$ cat src/rtl/branch_ctrl_pkg.sv
// Shared defines for the branch path: branch op codes, branch-controller
// state encoding and redirect drain defaults.
package branch_ctrl_pkg;

    typedef enum logic [2:0] {
        BR_NONE = 3'd0,
        BR_BEQ  = 3'd1,
        BR_BNE  = 3'd2,
        BR_BLT  = 3'd3,
        BR_BGE  = 3'd4,
        BR_BLTU = 3'd5,
        BR_BGEU = 3'd6
    } br_op_t;

    typedef enum logic [1:0] {
        BC_IDLE     = 2'd0,
        BC_RESOLVE  = 2'd1,
        BC_REDIRECT = 2'd2,
        BC_DRAIN    = 2'd3
    } bc_state_t;

    localparam int unsigned FLUSH_CYCLES_DEF = 2;

    function automatic logic tgt_misaligned(input logic [31:0] tgt);
        return tgt[1:0] != 2'b00;
    endfunction

endpackage

$ cat src/rtl/branch_ctrl.sv
// Branch controller: issues one branch to the shared branch unit, reports
// the resolution and sequences the fetch redirect plus drain stall.
module branch_ctrl
    import branch_ctrl_pkg::*;
#(
    parameter int unsigned FLUSH_CYCLES = FLUSH_CYCLES_DEF
) (
    input  logic        clk,
    input  logic        rst_n,
    input  logic        req_valid,
    output logic        req_ready,
    input  br_op_t      req_br_op,
    input  logic [31:0] req_rs1,
    input  logic [31:0] req_rs2,
    input  logic [31:0] req_imm_b,
    input  logic [31:0] req_pc,
    output br_op_t      bru_op,
    output logic [31:0] bru_rs1,
    output logic [31:0] bru_rs2,
    output logic [31:0] bru_imm_b,
    output logic [31:0] bru_pc,
    input  logic        bru_taken,
    input  logic [31:0] bru_target,
    output logic        redir_valid,
    input  logic        redir_ready,
    output logic [31:0] redir_pc,
    output logic        flush,
    output logic        stall,
    output logic        res_valid,
    output logic        res_taken,
    output logic        misalign,
    output logic [31:0] br_count,
    output logic [31:0] taken_count
);

    localparam logic [3:0] DRAIN_LOAD = 4'(FLUSH_CYCLES - 1);

    bc_state_t   state;
    br_op_t      op_q;
    logic [31:0] rs1_q;
    logic [31:0] rs2_q;
    logic [31:0] imm_q;
    logic [31:0] pc_q;
    logic [3:0]  drain_cnt;
    logic        resolve;
    logic        tgt_bad;

    // Outputs are gated by rst_n so nothing leaks while reset is held.
    assign resolve = rst_n && (state == BC_RESOLVE);
    assign tgt_bad = tgt_misaligned(bru_target);

    assign req_ready   = !rst_n || (state == BC_IDLE);
    assign bru_op      = (!rst_n || state == BC_IDLE) ? BR_NONE : op_q;
    assign bru_rs1     = rs1_q;
    assign bru_rs2     = rs2_q;
    assign bru_imm_b   = imm_q;
    assign bru_pc      = pc_q;
    assign res_valid   = resolve;
    assign res_taken   = resolve && bru_taken;
    assign misalign    = resolve && bru_taken && tgt_bad;
    assign flush       = resolve && bru_taken && !tgt_bad;
    assign redir_valid = rst_n && (state == BC_REDIRECT);
    assign stall       = rst_n && (state == BC_REDIRECT || state == BC_DRAIN);

    always_ff @(posedge clk) begin
        if (!rst_n) begin
            state       <= BC_IDLE;
            op_q        <= BR_NONE;
            rs1_q       <= '0;
            rs2_q       <= '0;
            imm_q       <= '0;
            pc_q        <= '0;
            redir_pc    <= '0;
            drain_cnt   <= '0;
            br_count    <= '0;
            taken_count <= '0;
        end else begin
            case (state)
                BC_IDLE: begin
                    if (req_valid) begin
                        op_q  <= req_br_op;
                        rs1_q <= req_rs1;
                        rs2_q <= req_rs2;
                        imm_q <= req_imm_b;
                        pc_q  <= req_pc;
                        state <= BC_RESOLVE;
                    end
                end
                BC_RESOLVE: begin
                    br_count <= br_count + 32'd1;
                    if (bru_taken) begin
                        taken_count <= taken_count + 32'd1;
                    end
                    if (bru_taken && !tgt_bad) begin
                        redir_pc <= bru_target;
                        state    <= BC_REDIRECT;
                    end else begin
                        state <= BC_IDLE;
                    end
                end
                BC_REDIRECT: begin
                    if (redir_ready) begin
                        drain_cnt <= DRAIN_LOAD;
                        state     <= BC_DRAIN;
                    end
                end
                BC_DRAIN: begin
                    if (drain_cnt == 4'd0) begin
                        state <= BC_IDLE;
                    end else begin
                        drain_cnt <= drain_cnt - 4'd1;
                    end
                end
                default: state <= BC_IDLE;
            endcase
        end
    end

endmodule

$ cat config.mk
export PLATFORM = sky130hd
export DESIGN_NAME = branch_ctrl
export DESIGN_NICKNAME = d
export VERILOG_FILES = /design/src/rtl/branch_ctrl_pkg.sv /design/src/rtl/branch_ctrl.sv
export SDC_FILE = /design/constraint.sdc
export NUM_CORES = 1
export LEC_CHECK = 0
export BUFFER_PORTS_ARGS = -buffer_cell sky130_fd_sc_hd__buf_2
export CORE_AREA = 2 2 157 159
export DETAILED_ROUTE_END_ITERATION = 7
export DIE_AREA = 0 0 159 161
export GPL_TIMING_DRIVEN = 0
export PLACE_DENSITY = 0.66
export SYNTH_ARGS = -nofsm -noshare
export SYNTH_HDL_FRONTEND = slang
export SYNTH_SLANG_ARGS = --single-unit
$ cat constraint.sdc
create_clock -name clk -period 6.1 [get_ports clk]
set_clock_uncertainty 0.05 [all_clocks]
set_input_delay 1.22 -clock clk [delete_from_list [all_inputs] [get_ports clk]]
set_output_delay 1.22 -clock clk [all_outputs]
set_load 0.01 [all_outputs]
Word level (Yosys, flattened, before mapping)

Index checks and enable logic that the tools add are counted.

Bits in registers: 233
Input bits: 168
Output and inout bits: 234
Word-level logic and storage cells: 49

Add/sub/neg operators: 3
Eq/ne operators: 7
Multiplexer cells: 9
Reductions and logical operators: 20

Operators with widths:

| cell                                              | number |
|---|---|
| adder 32 x 1 -> 32 bit (second input constant)    | 2 |
| 2-to-1 mux 2 bit                                  | 4 |
| 2-to-1 mux 4 bit                                  | 2 |
| case mux 2 bit (4 select lines)                   | 1 |
| case mux 4 bit (2 select lines)                   | 1 |
| logical AND 1 bit                                 | 7 |
| != test 2 bit (second input constant)             | 3 |
| AND reduction 2 bit                               | 3 |
| AND reduction 3 bit                               | 2 |
| == test 2 bit (second input constant)             | 2 |
| zero test 4 bit                                   | 1 |
| nonzero test 2 bit                                | 2 |
| subtractor 4 x 1 -> 4 bit (second input constant) | 1 |
| 2-to-1 mux 3 bit                                  | 1 |
| == test 2 x 1 -> 1 bit (second input constant)    | 1 |
| zero test 1 bit                                   | 2 |
| zero test 2 bit                                   | 1 |
| logical OR 1 bit                                  | 2 |
| != test 2 x 1 -> 1 bit (second input constant)    | 1 |

Logic depth before layout (Yosys ltp)

Gate-level depths: netlist of the first run.

Depth after elaboration: 5
Depth in mapped cells: 8
Gate-level depth less buffers: 6

Worst setup path after synthesis of the first run

OpenSTA, ideal clock, no wires.

Kind: input to output
From: input bru_target[0]
To: output flush
Arrival time: 1,913 ps
Required time: 4,830 ps
Path slack: 2,917 ps
Stages on the path: 4
Buffers on the path: 1
Path through: nor2_1 -> nand3_1 -> clkbuf_1 -> nor2_1

Cells in the longest elaborated chain, start to end: 3

RTL lines:

| item               | line                  | RTL |
|---|---|---|
| from (decl)        | branch_ctrl.sv:23     | `input logic [31:0] bru_target,` |
| nonzero test 2 bit | branch_ctrl_pkg.sv:25 | `return tgt[1:0] != 2'b00;` |
| zero test 1 bit    | branch_ctrl.sv:61     | `assign flush = resolve && bru_taken && !tgt_bad;` |
| logical AND 1 bit  | branch_ctrl.sv:61     |  |
| to (decl)          | branch_ctrl.sv:27     | `output logic flush,` |

Every way passes these cells.

Worst setup path after layout of the first run

From: input rst_n
To: output res_taken

Cells in the longest elaborated chain, start to end: 2

RTL lines:

| item              | line              | RTL |
|---|---|---|
| from (decl)       | branch_ctrl.sv:9  | `input logic rst_n,` |
| logical AND 1 bit | branch_ctrl.sv:49 | `assign resolve = rst_n && (state == BC_RESOLVE);` |
| logical AND 1 bit | branch_ctrl.sv:59 | `assign res_taken = resolve && bru_taken;` |
| to (decl)         | branch_ctrl.sv:30 | `output logic res_taken,` |

Every way passes these cells.

==> flow_metrics.py, run 1 <==
metrics = {
    "drt": {
        "drtIter0Drc": 580,
        "drc": 0,
        "ant_nets": 0,
        "drt_pre_antenna_iters": 5,
        "wl_per_cell_um": 16.4,
        "via_per_inst": 4.97,
        "routed_wl_mm": 30.9,
        "vias": 9374,
    },
    "setup_path": {
        "cpPeakStageDelay_ns": 0.43,
        "crit_family": "buffers and inverters",
        "cp-start-kind": "input port",
        "r2r-start": "state[0]$_SDFFE_PN0P_",
        "critPathKind": "input port to primary output",
        "path_common_cell": "buf_2",
        "crit_chain": "buf_2 -> inv_2 -> buf_4 -> clkbuf_1 -> nor2_1 -> buf_2",
        "end_kind": "primary output",
        "cp.required_ns": 4.83,
        "critPathBufInv": 5,
        "path_max_fanout": 10,
        "cp-startpoint": "rst_n",
        "critPathArrivalTime_ns": 2.51,
        "slowest_stage": "clkbuf_1",
    },
    "clock_network": {
        "post-cts-setup-buffers": 0,
        "path_clk_slew_ns": 0.06,
        "cts_tree": "built",
        "numCtsBuffers": 26,
        "insertion_delay_ns": 0.51,
        "postCtsHoldBufs": 0,
        "root_buffer": "clkbuf_16",
        "clock_path_buffers": 3,
        "htree_levels": 1,
        "cts.sinks": 233,
        "postCtsResizedCells": 0,
    },
    "synthesis": {
        "synth_flop_cell": "dfxtp_1",
        "synth_nets": 1286,
        "syn_area_per_cell_um2": 8.05,
        "ys_seq_area_frac": 0.520,
        "synth-seq-cells": 233,
        "yosys.cell_types.count": 47,
        "synth-edff-count": 0,
        "netlist_area_um2": 8960,
        "synth_cells": 1114,
        "synth-warning-count": 0,
        "synth_async_sr_flop_share": 0,
    },
    "placed_design": {
        "dpl.hpwl_mm": 23.3,
        "gp_congestion": 0.858,
        "portBuffers": 401,
        "place_inst": 1839,
    },
    "final_layout": {
        "utilization": 0.513,
        "layout-drive-gt1-share": 0.296,
        "mostFrequentLayoutCells": "buf_2, nand2_1, dfxtp_1",
        "fillers": 2406,
        "layout.nets": 1715,
        "final_common_cell": "buf_2",
        "instances_no_fill": 1887,
        "syn2layout_area_growth_pct": 37.1,
    },
    "hold_path": {
        "hold_start": "op_q[0]$_SDFFE_PN0P_",
        "hp-class": "flip-flop to flip-flop",
    },
    "grt": {
        "grt_usage": 0.231,
        "antenna_found_initial": 3,
        "overflow": 0,
        "grt_pass1_vias": 9002,
        "grt_pass1_wl_mm": 47.9,
        "grt_max_degree": 14,
    },
    "timing": {
        "fmax_mhz": 265,
        "fin_crit_sh": 0.619,
        "drv_slew": 0,
        "fin_setup_tns_ns": 0,
        "fin_crit_ns": 3.78,
        "finalHoldViolCount": 0,
        "rsz0062_at_grt": "false",
        "max-slew-margin-rel": 0.450,
        "worst_pin_slew_ns": 0.825,
        "setup_viol": 0,
    },
    "floorplan": {
        "start_util": 0.374,
        "die_w_um": 159,
        "dieArea_um2": 25600,
        "ios": 402,
        "die_h_um": 161,
        "rows": 57,
        "core_um2": 24000,
    },
    "pwr": {
        "cellPowerDensity_nw_per_um2": 300,
        "ir_drop_mv": 0.221,
        "p_leak_nw": 5.37,
    },
    "run_status": {
        "status": "completed",
    },
    "job": {
        "drv_cap": 0,
    },
}
-- sequential cells by signal, summed over array words and instances (netlist names), 4 cells and up, named ones only --
name and flops:
redir_pc 32, bru_imm_b 32, bru_rs1 32, bru_pc 32
taken_count 32, drain_cnt 4, bru_rs2 32, br_count 32
-- power by group --
group | total, mW | switching (mW) | internal, mW
combinational | 0.407 | 0.255 | 0.153
sequential | 1.63 | 0.0373 | 1.59
clock | 1.65 | 0.630 | 1.02
total | 3.69 | 0.922 | 2.77
-- cells by family (layout without fill, tap and decap cells) --
group,count (synthesis),after routing,share of synthesized area
other,0,2,0
adder cells (fa/ha/maj),4,4,0.00558
XOR/XNOR,17,17,0.0166
flip-flops,233,233,0.520
AO/OA/AOI/OAI,257,257,0.154
AND/OR/NAND/NOR,503,503,0.254
buffers and inverters,95,542,0.0435
multiplexers,5,5,0.00572
-- layout make-up --
type / count / area (um2) / area share
multi-input cells: 786 / 3910 / 0.318
well taps: 324 / 405 / 0.0330
repair buffers: 401 / 2010 / 0.163
clock buffers: 34 / 742 / 0.0604
diodes: 2 / 5.00 / 0.000407
inverters: 17 / 63.8 / 0.00519
plain buffers: 78 / 327 / 0.0266
clock inverters: 12 / 165 / 0.0134
flip-flops and latches: 233 / 4660 / 0.380
-- path summary, 6_finish.rpt --
| kind | endpoint | slack (ns) | depth (start not counted) |
|---|---|---|---|
| worst min register to register | op_q[0]$_SDFFE_PN0P_ | 0.40 | 2 |
| worst max register to register | bru_rs1[21]$_SDFFE_PN0P_ | 3.48 | 8 |
| worst max-delay path | res_taken | 2.32 | 6 |
| worst min-delay path | op_q[0]$_SDFFE_PN0P_ | 0.40 | 2 |
-- synthesized netlist by cell type (3+ instances only) --
cell	number	area, um2
and3_1	5	31.3
nand2b_1	3	18.8
mux2i_1	4	40.0
and4_1	4	35.0
o21ai_0	16	80.1
o21a_1	3	22.5
dfxtp_1	233	4660
nand3b_1	3	22.5
buf_2	4	20.0
nand4_1	11	68.8
nor4_1	6	37.5
nand2_1	349	1310
xnor2_1	10	87.6
clkbuf_1	68	255
inv_1	16	60.1
nand3_1	20	100
nor2_1	23	86.3
xor2_1	7	61.3
or4_1	30	225
and2_1	11	68.8
o31ai_1	27	203
or3_1	15	93.8
a21oi_1	205	1030
ha_1	4	50.1
nor3_1	8	40.0
-- metal layers --
| layer | routed length, um | vias up | GRT usage |
|---|---|---|---|
| met2 | 15100 | 321 | 0.402 |
| met1 | 12400 | 4349 | 0.273 |
| met3 | 2390 | 54 | 0.0634 |
| met5 | 0 | - | 0 |
| li1 | - | 4650 | - |
| met4 | 938 | 0 | 0.0831 |
-- worst min-delay path, stage by stage, from the launching register on --
cell and delay, ns:
dfxtp_1 0.30, nand2_1 0.05, a21oi_1 0.05
-- stage by stage --
step                      setup slack [ns]  hold WS (ns)  area (um2)  total power, mW
after floorplan                       2.92         0.382        8960             1.87
after global placement                2.30         0.389       11400             2.07
after detailed placement              2.30         0.393       11400             2.07
after CTS                             2.30         0.401       12300             3.73
after global routing                  2.24         0.414       12300             3.85
final                                 2.32         0.397       12300             3.69
Note: power is estimated with default switching activity, not from simulation.
==> inputs of run 2 (changes only) <==
Settings changed: PLACE_DENSITY 0.66 to 0.69.
Clock period 6.1 ns to 3.35 ns, I/O delays scaled along.
==> flow_metrics.py, run 2 (synthesis gave the netlist of run 1 again) <==
metrics = {
    "run_status": {
        "status": "completed",
    },
    "hold_path": {
        "hold_path_end": "bru_pc[8]$_SDFFE_PN0P_",
        "hp-class": "input port to flip-flop",
        "hold_path_depth": 3,
        "hold_start": "req_pc[8]",
    },
    "final_layout": {
        "layout-drive-gt1-share": 0.296,
        "syn2layout_area_growth_pct": 37.2,
        "instances_no_fill": 1887,
        "mostFrequentLayoutCells": "buf_2, nand2_1, dfxtp_1",
        "final_common_cell": "buf_2",
        "finish.instance_area_um2": 12300,
        "layout.nets": 1715,
    },
    "setup_path": {
        "critPathArrivalTime_ns": 2.42,
        "path_max_fanout": 10,
        "cp.required_ns": 2.63,
        "r2r-start": "state[0]$_SDFFE_PN0P_",
        "cp-start-kind": "flip-flop",
        "end_kind": "primary output",
        "r2r-end": "bru_rs2[4]$_SDFFE_PN0P_",
        "rr_worst_depth": 8,
        "ff2ff_setup_slack_ns": 0.74,
        "critPathKind": "flip-flop to primary output",
    },
    "timing": {
        "fin_setup_tns_ns": 0,
        "max-slew-margin-rel": 0.447,
        "rsz0062_at_grt": "false",
        "worst_slack_ns": 0.213,
        "drv_slew": 0,
        "worst_pin_slew_ns": 0.829,
        "fmax_mhz": 319,
        "fin_crit_ns": 3.14,
        "fin_crit_sh": 0.936,
        "finalHoldViolCount": 0,
        "setup_viol": 0,
    },
    "clock_network": {
        "postCtsResizedCells": 0,
        "postCtsHoldBufs": 0,
        "cts_tree": "built",
        "htree_levels": 1,
        "path_clk_slew_ns": 0.06,
        "post-cts-setup-buffers": 0,
        "insertion_delay_ns": 0.53,
        "clock_path_buffers": 3,
        "numCtsBuffers": 26,
        "root_buffer": "clkbuf_16",
        "cts.sinks": 233,
    },
    "placed_design": {
        "placed_area_um2": 11400,
        "gp_congestion": 0.880,
        "pre_cts_slack_ns": 0.646,
        "place_inst": 1839,
        "portBuffers": 401,
        "dpl.hpwl_mm": 23.4,
    },
    "drt": {
        "routed_wl_mm": 30.7,
        "vias": 9456,
        "ant_nets": 0,
        "drc": 0,
        "via_per_inst": 5.01,
        "wl_per_cell_um": 16.3,
        "drt_pre_antenna_iters": 5,
        "drtIter0Drc": 596,
    },
    "floorplan": {
        "die_w_um": 159,
        "core_um2": 24000,
        "rows": 57,
        "ios": 402,
        "start_util": 0.374,
        "die_h_um": 161,
        "dieArea_um2": 25600,
    },
    "grt": {
        "grt_pass1_wl_mm": 47.3,
        "grt_pass1_vias": 9098,
        "grt_max_degree": 14,
        "overflow": 0,
        "grt_usage": 0.228,
        "antenna_found_initial": 3,
    },
    "pwr": {
        "power_mw": 6.75,
        "p_leak_nw": 5.39,
        "seqPwrFrac": 0.440,
        "sw_frac_of_total": 0.250,
        "net-switching-power_mw": 1.69,
        "p_comb_frac": 0.111,
        "power_frac_clock": 0.449,
        "cellPowerDensity_nw_per_um2": 549,
        "p_int_mw": 5.06,
        "ir_drop_mv": 0.456,
    },
    "job": {
        "drv_cap": 0,
    },
}
==> run 2: cell count changes in the layout (fill, tap and decap cells not counted), sizes merged <==
cell | previous run | this run
clkinvlp | 2 | 0
inv | 17 | 18
clkbuf | 102 | 103
==> run 2: stage by stage <==
stage	util	hold slack, ns
2_1_floorplan	-	0.382
3_3_place_gp	0.475	0.389
3_5_place_dp	0.475	0.393
4_1_cts	0.513	0.301
5_1_grt	0.513	0.314
6_report	0.513	0.322
==> run 2: final cells by class <==
cell class	count	area (um2)
Clock inverter	11	159
Inverter	17	63.8
Antenna cell	2	5.00
Clock buffer	35	756
Sequential cell	233	4660
Multi-Input combinational cell	786	3910
Timing Repair Buffer	401	2010
Buffer	78	327
Fill cell	2414	11700
Tap cell	324	405
==> run 2: worst max-delay path by stage <==
stage	startpoint	to	slack, ns	cells past startpoint
final	flip-flop	flush	0.21	7
after global routing	flip-flop	flush	0.02	7
after CTS	flip-flop	flush	0.18	7
after detailed placement	rst_n	res_taken	0.65	6
after global placement	rst_n	res_taken	0.64	6
after floorplan	bru_taken	taken_count[28]$_SDFFE_PN0P_	1.13	6
==> run 2: metal layers <==
layer,GRT usage,vias to the layer above,share of wire
li1,-,4649,-
met2,0.410,370,0.49
met3,0.0578,67,0.081
met5,0,-,0.00042
met1,0.264,4368,0.39
met4,0.0793,2,0.035
==> run 2: power by group through the flow <==
stage               Combinational, mW  Sequential, mW  Clock, mW
floorplan                       0.318            3.09          0
global placement                0.746            3.02          0
detailed placement              0.753            3.03          0
CTS                             0.757            2.97       3.09
global route                    0.827            2.99       3.20
finish                          0.748            2.97       3.03
==> run 2: critical path, cell delays in order (launching register included) <==
cell      delay (ns)
dfxtp_1         0.30
buf_2           0.17
nor2b_1         0.12
clkbuf_1        0.31
nand3_1         0.34
clkbuf_1        0.37
nor2_1          0.15
buf_2           0.14
